$ cat config.mk
export PLATFORM = sky130hd
export DESIGN_NAME = fifo_stream_reader
export DESIGN_NICKNAME = d
export VERILOG_FILES = /design/src/rtl/fifo_stream_reader.sv
export SDC_FILE = /design/constraint.sdc
export NUM_CORES = 1
export LEC_CHECK = 0
export ABC_CLOCK_PERIOD_IN_PS = 3200
export CORE_ASPECT_RATIO = 0.8
export CORE_UTILIZATION = 57
export CTS_BUF_LIST = sky130_fd_sc_hd__clkbuf_2
export DETAILED_ROUTE_END_ITERATION = 10
export PLACE_DENSITY = 0.9
export SLEW_MARGIN = 20
export SYNTH_ARGS = -nofsm -noshare
export SYNTH_HDL_FRONTEND = slang
export SYNTH_SLANG_ARGS = --single-unit
$ cat constraint.sdc
create_clock -name clk -period 3.2 [get_ports clk]
set_input_delay 0.48 -clock clk [delete_from_list [all_inputs] [get_ports clk]]
set_output_delay 0.48 -clock clk [all_outputs]
set_load 0.01 [all_outputs]
$ cat src/rtl/fifo_stream_reader.sv
// Pulls words from a synchronous FIFO through a 3-entry skid buffer and presents
// them as a ready/valid stream with PKT_LEN-beat packet framing and a running beat count.
module fifo_stream_reader #(
   parameter int DATA_WIDTH = 8,
   parameter int PKT_LEN    = 4
) (
   input  logic                  clk,
   input  logic                  rst_n,
   input  logic                  en,
   input  logic                  fifo_empty,
   output logic                  fifo_rd_en,
   input  logic [DATA_WIDTH-1:0] fifo_data,
   output logic                  m_valid,
   input  logic                  m_ready,
   output logic [DATA_WIDTH-1:0] m_data,
   output logic                  m_last,
   output logic [15:0]           beat_count
);

   localparam int BW = (PKT_LEN > 1) ? $clog2(PKT_LEN) : 1;
   localparam logic [BW-1:0] BCNT_MAX = BW'(PKT_LEN - 1);

   logic                  r_run;
   logic                  r_inflight;
   logic [1:0]            r_occ;
   logic [1:0]            r_wr_ptr;
   logic [1:0]            r_rd_ptr;
   logic [BW-1:0]         r_bcnt;
   logic [15:0]           r_beat_count;
   logic [DATA_WIDTH-1:0] r_mem [0:2];

   logic       w_xfer;
   logic [2:0] w_pending;

   function automatic logic [1:0] ptr_inc(input logic [1:0] p);
      return (p == 2'd2) ? 2'd0 : p + 2'd1;
   endfunction

   // Reads are credited against words already buffered plus the one in flight,
   // so a full buffer can never be overrun regardless of m_ready.
   assign w_pending  = {1'b0, r_occ} + {2'b00, r_inflight};
   assign fifo_rd_en = r_run & en & ~fifo_empty & (w_pending < 3'd3);

   assign m_valid    = (r_occ != 2'd0);
   assign m_data     = m_valid ? r_mem[r_rd_ptr] : '0;
   assign m_last     = m_valid & (r_bcnt == BCNT_MAX);
   assign beat_count = r_beat_count;
   assign w_xfer     = m_valid & m_ready;

   always_ff @(posedge clk) begin
      if (r_inflight) r_mem[r_wr_ptr] <= fifo_data;
   end

   // r_run holds off reads until the first edge after reset release.
   always_ff @(posedge clk or negedge rst_n) begin
      if (!rst_n) begin
         r_run        <= 1'b0;
         r_inflight   <= 1'b0;
         r_occ        <= 2'd0;
         r_wr_ptr     <= 2'd0;
         r_rd_ptr     <= 2'd0;
         r_bcnt       <= '0;
         r_beat_count <= 16'd0;
      end else begin
         r_run      <= 1'b1;
         r_inflight <= fifo_rd_en;
         if (r_inflight) r_wr_ptr <= ptr_inc(r_wr_ptr);
         if (w_xfer) begin
            r_rd_ptr     <= ptr_inc(r_rd_ptr);
            r_beat_count <= r_beat_count + 16'd1;
            r_bcnt       <= (r_bcnt == BCNT_MAX) ? '0 : r_bcnt + BW'(1);
         end
         case ({r_inflight, w_xfer})
            2'b10:   r_occ <= r_occ + 2'd1;
            2'b01:   r_occ <= r_occ - 2'd1;
            default: r_occ <= r_occ;
         endcase
      end
   end

endmodule

# --- Yosys cells after proc, flatten, opt, wreduce, memory -nomap -nowiden ---
# Memory sizes are Yosys's and may differ from the RTL's.
# Index checks and enable logic that the tools add are counted.
classes:
  n_reduce_logical: 2
  bitwise_logic: 6
  add_sub_neg: 7
  muxes: 7
  n_eq_ne: 5
  n_lt_le_gt_ge: 1
ops:
  columns: ["operator", "n"]
  rows:
  - ["adder 16 x 1 -> 16 bit, second input constant", 1]
  - ["adder 2 x 1 -> 2 bit, second input constant", 4]
  - ["equality test 2 bit, second input constant", 4]
  - ["two-way mux 8 bit", 1]
  - ["two-way mux 2 bit", 3]
  - ["bitwise AND 1 bit", 5]
  - ["case mux 2 bit (2 select lines)", 1]
  - ["nonzero test 2 bit", 2]
  - ["adder 2 x 1 -> 3 bit", 1]
  - ["< comparator 3 x 2 -> 1 bit, second input constant", 1]
  - ["equality test 2 x 1 -> 1 bit, second input constant", 1]
  - ["two-way mux 1 bit", 2]
  - ["subtractor 2 x 1 -> 2 bit, second input constant", 1]
  - ["NOT 1 bit", 1]
word_totals:
  input_bits: 13
  elab_cells: 36
  output_inout_bits: 27
  mem_bits_rw: 24
  register_bits: 26
  memories: 1
mem_list:
  columns: ["memory", "depth", "width", "rd", "rd_clocked_by_memory_dff", "write_ports", "line_no", "rtl"]
  rows:
  - ["r_mem", 3, 8, 1, 0, 1, "30", "logic [DATA_WIDTH-1:0] r_mem [0:2];"]

# --- Logic depth before layout (Yosys ltp) ---
logic_depth:
  word_depth: 4
  depth_mapped: 7
  ltp_nobuf: 6

# --- Least setup slack after synthesis ---
# Ideal clock, no wire load.
synth_timing:
  kind: "register to output"
  startpoint: "register r_inflight"
  endpoint: "output fifo_rd_en"
  path_buffers: 0
  setup_slack_ps: 1108
  path_stages_with_launch: 4
  required_time_ps: 2720
  t_arrival_ps: 1612
  cell_sequence: "dfrtp_1 -> ha_1 -> ha_1 -> a2111oi_0"
synth_via:
  elab_chain_cells: 3
synth_lines:
  columns: ["element", "line_no", "rtl"]
  rows:
  - ["from (decl)", "24", "logic r_inflight;"]
  - ["from (signal assigned)", "66", "r_inflight <= fifo_rd_en;"]
  - ["adder 2 x 1 -> 3 bit", "41", "assign w_pending = {1'b0, r_occ} + {2'b00, r_inflight};"]
  - ["< comparator 3 x 2 -> 1 bit", "42", "assign fifo_rd_en = r_run & en & ~fifo_empty & (w_pending < 3'd3);"]
  - ["bitwise AND 1 bit", "42", null]
  - ["to (decl)", "11", "output logic fifo_rd_en,"]
# Every way passes these cells.

# --- Worst setup path in the final report ---
layout_timing:
  startpoint: "register r_occ[0]"
  endpoint: "output fifo_rd_en"
layout_via:
  elab_chain_cells: 3
layout_lines:
  columns: ["element", "line_no", "rtl"]
  rows:
  - ["from (decl)", "25", "logic [1:0] r_occ;"]
  - ["from (signal assigned)", "74", "2'b10: r_occ <= r_occ + 2'd1;"]
  - ["from (signal assigned)", "75", "2'b01: r_occ <= r_occ - 2'd1;"]
  - ["from (signal assigned)", "76", "default: r_occ <= r_occ;"]
  - ["adder 2 x 1 -> 3 bit", "41", null]
  - ["< comparator 3 x 2 -> 1 bit", "42", null]
  - ["bitwise AND 1 bit", "42", null]
# Every way passes these cells.

==> impl_results.md <==
- Slew HR: 50.67%
- Share of layout cells above drive strength 1: 8.095%
- Seq/Total Area, Yosys: 64.93%
- RSZ-0062 raised after global routing: false
- P_leak: 1.148 nW
- Die span in x: 70.06 microns
- Most common cell after layout, fill and taps aside: clkdlybuf4s50_1
- Avg Cell Area, Syn: 12.88 sq um
- Cell row count: 19
- Mapped Area: 2112 sq um
- Post-route cell area: 2635 sq um
- FF-to-FF Start: r_occ[1]
- Core ar.: 3495 sq um
- Fin crit share: 92.95%
- Die area: 3954 sq um
- R2R cell count: 5
- VDD IR-drop max: 0.0004796 V
- Worst-path clk slew: 0.25 ns
- Worst path required time: 2.72 ns
- Nets: 227
- Chip height: 56.45 microns
- Clock skew: 0.01886 ns
- Initial DRT Pass Iterations: 4
- Grt total ovfl: 0
- H-Tree Depth: 2
- # clock sinks: 50
- Pwr Density: 742.9 nW/um^2
- Area contributors post-synth: edfxtp_1, dfrtp_1, nor2_1
- Post-DP HPWL: 2.602 mm
- Starting density of the core: 60.44%
- Reg2reg end: r_occ[1]
- Syn nets: 182
- Final min period: 2.974 ns
- Max Cap Viol: 0
- Count of different cell masters after synthesis: 29
- Final Hold Vio Count: 0
- Crit. End Element: output pin
- DRC viols: 0
- Largest net degree at the start of global routing: 27
- CTS buffer count: 5
- CTS Buffer Depth: 2
- Tightest Pin Transition: 0.7372 ns
- Synth-to-layout area growth: 24.76%
- Number of diodes: 0
- Setup Viol. Count Final: 0
- Port bufs: 39
- Clk_lat worst skew: 0.43 ns
- Total Wirelength: 3.643 mm
- TritonCTS clock tree: done
- Hold Crit Class: primary input to async pin
- IO Pins: 40
- Final setup TNS: 0 ns
- Status: complete, no violations
- Post-Synthesis Cells: 164
- Number of synthesized register bits: 50
- Placer Congestion: 0.7731
- Clk Tree Root Cell: clkbuf_2
- Yosys top cell area share: 34.12%
- Slew Limit Fails: 0
- Max Fanout on Critical Path: 6
- Starting DRT DRC Count: 77
- Most frequent cells in the layout: clkdlybuf4s50_1, dfrtp_1, edfxtp_1
- DRT antenna net count: 0
- Synth Warn #: 0
- GR Util All Layers: 20.51%
- Fmax: 0.3362 GHz
- Area after DPL: 2560 sq um
- WL/cell: 14.46 microns
- Crit path DAT: 2.49 ns
- Yosys top cell by area: edfxtp_1
- DR vias/cell: 5.389
- Antenna violations before repair: 0
- Critical path class: register to output pin
- Vias in the first global route: 1431
- First-pass GRT wire length: 6.127 mm
- Worst R2R Setup Slack: 1.40 ns
- Startpoint types: register
- Vias: 1358
-- how the worst max path moves through the flow --
stage | startpoint | endpoint | slack [ns]
after detailed placement | r_occ[0] | fifo_rd_en | 0.55
after floorplan | r_inflight | fifo_rd_en | 1.11
after CTS | r_occ[0] | fifo_rd_en | 0.02
after global routing | r_occ[0] | fifo_rd_en | 0.10
final | r_occ[0] | fifo_rd_en | 0.23
after global placement | r_occ[0] | fifo_rd_en | 0.67
-- cells in the mapped netlist --
master and number:
nor3b_1 1, o21ai_2 1, nand2_1 17, buf_1 1, ha_1 5, inv_1 3, nor4_4 1, nor2_1 22
conb_1 1, xnor2_1 9, a21oi_1 8, nand4_1 2, nor2b_1 1, nand3_1 3, o211ai_4 1, a2111oi_0 1
nor3_1 3, o21ai_0 1, a21o_1 4, edfxtp_1 24, and3_1 6, clkbuf_1 1, nor3_2 1, or2_1 1
xor2_1 9, nor3_4 1, buf_2 2, mux2i_1 8, dfrtp_1 26
-- worst max-delay path, stage by stage, from the launching register on --
cell and delay [ns]:
dfrtp_1 0.53, ha_1 0.24, ha_1 0.29, a2111oi_2 0.41
clkdlybuf4s50_1 0.60
-- layer usage --
layer / up-vias / GRT usage (%) / part of all wire (%)
met4: 0 / 7.143 / 0.55
li1: 654 / - / -
met5: - / 0 / 0
met3: 2 / 6.463 / 3.7
met1: 681 / 23.88 / 42
met2: 21 / 35.99 / 53
-- final cells by class --
type                    count  area (sq um)
clock inverters             3         43.79
repair buffers             42         412.9
flip-flops and latches     50          1371
clock buffers               5         25.02
fillers                   222         859.6
well taps                  42         52.55
inverters                   3         11.26
multi-input cells         107         718.2
-- state kept, by name, indices dropped and copies added (netlist names) --
name,flops
r_occ,2
r_wr_ptr,2
r_inflight,1
beat_count,16
r_rd_ptr,2
r_bcnt,2
r_run,1
r_mem,24
-- through the flow --
step           hold WS [ns]  std cells  total power [mW]  worst slack [ns]  utilization, %
2_1_floorplan        0.1844        164             1.305             1.108               -
3_3_place_gp         0.4604        244             1.589            0.6743           73.25
3_5_place_dp         0.4636        244             1.640            0.5545           73.25
4_1_cts              0.3681        252             1.963           0.01650           75.22
5_1_grt              0.3534        252             2.078            0.1008           75.40
6_report             0.3646        252             1.958            0.2257           75.40
-- logic make-up (layout without fill, tap and decap cells) --
| family | Yosys count | count (layout) | share of synthesized area (%) |
|---|---|---|---|
| other cells | 1 | 1 | 0.1776 |
| flops | 50 | 50 | 64.93 |
| compound gates | 16 | 16 | 5.391 |
| mux | 8 | 8 | 3.792 |
| simple gates | 59 | 59 | 13.92 |
| xor+xnor | 18 | 18 | 7.465 |
| fa+ha+maj | 5 | 5 | 2.962 |
| buf+inv | 7 | 53 | 1.362 |
-- power by group --
| group | switching (mW) | internal [mW] |
|---|---|---|
| clock network | 0.198 | 0.134 |
| registers | 0.162 | 0.781 |
| logic | 0.310 | 0.373 |
| total | 0.670 | 1.29 |
-- timing repair --
item | CTS | global route
resized for setup | 0 | 2
hold buffers | 0 | 0
buffers inserted | 0 | 0
endpoints found under the setup margin | 0 | 1
Power figures use the tool's default switching activity.
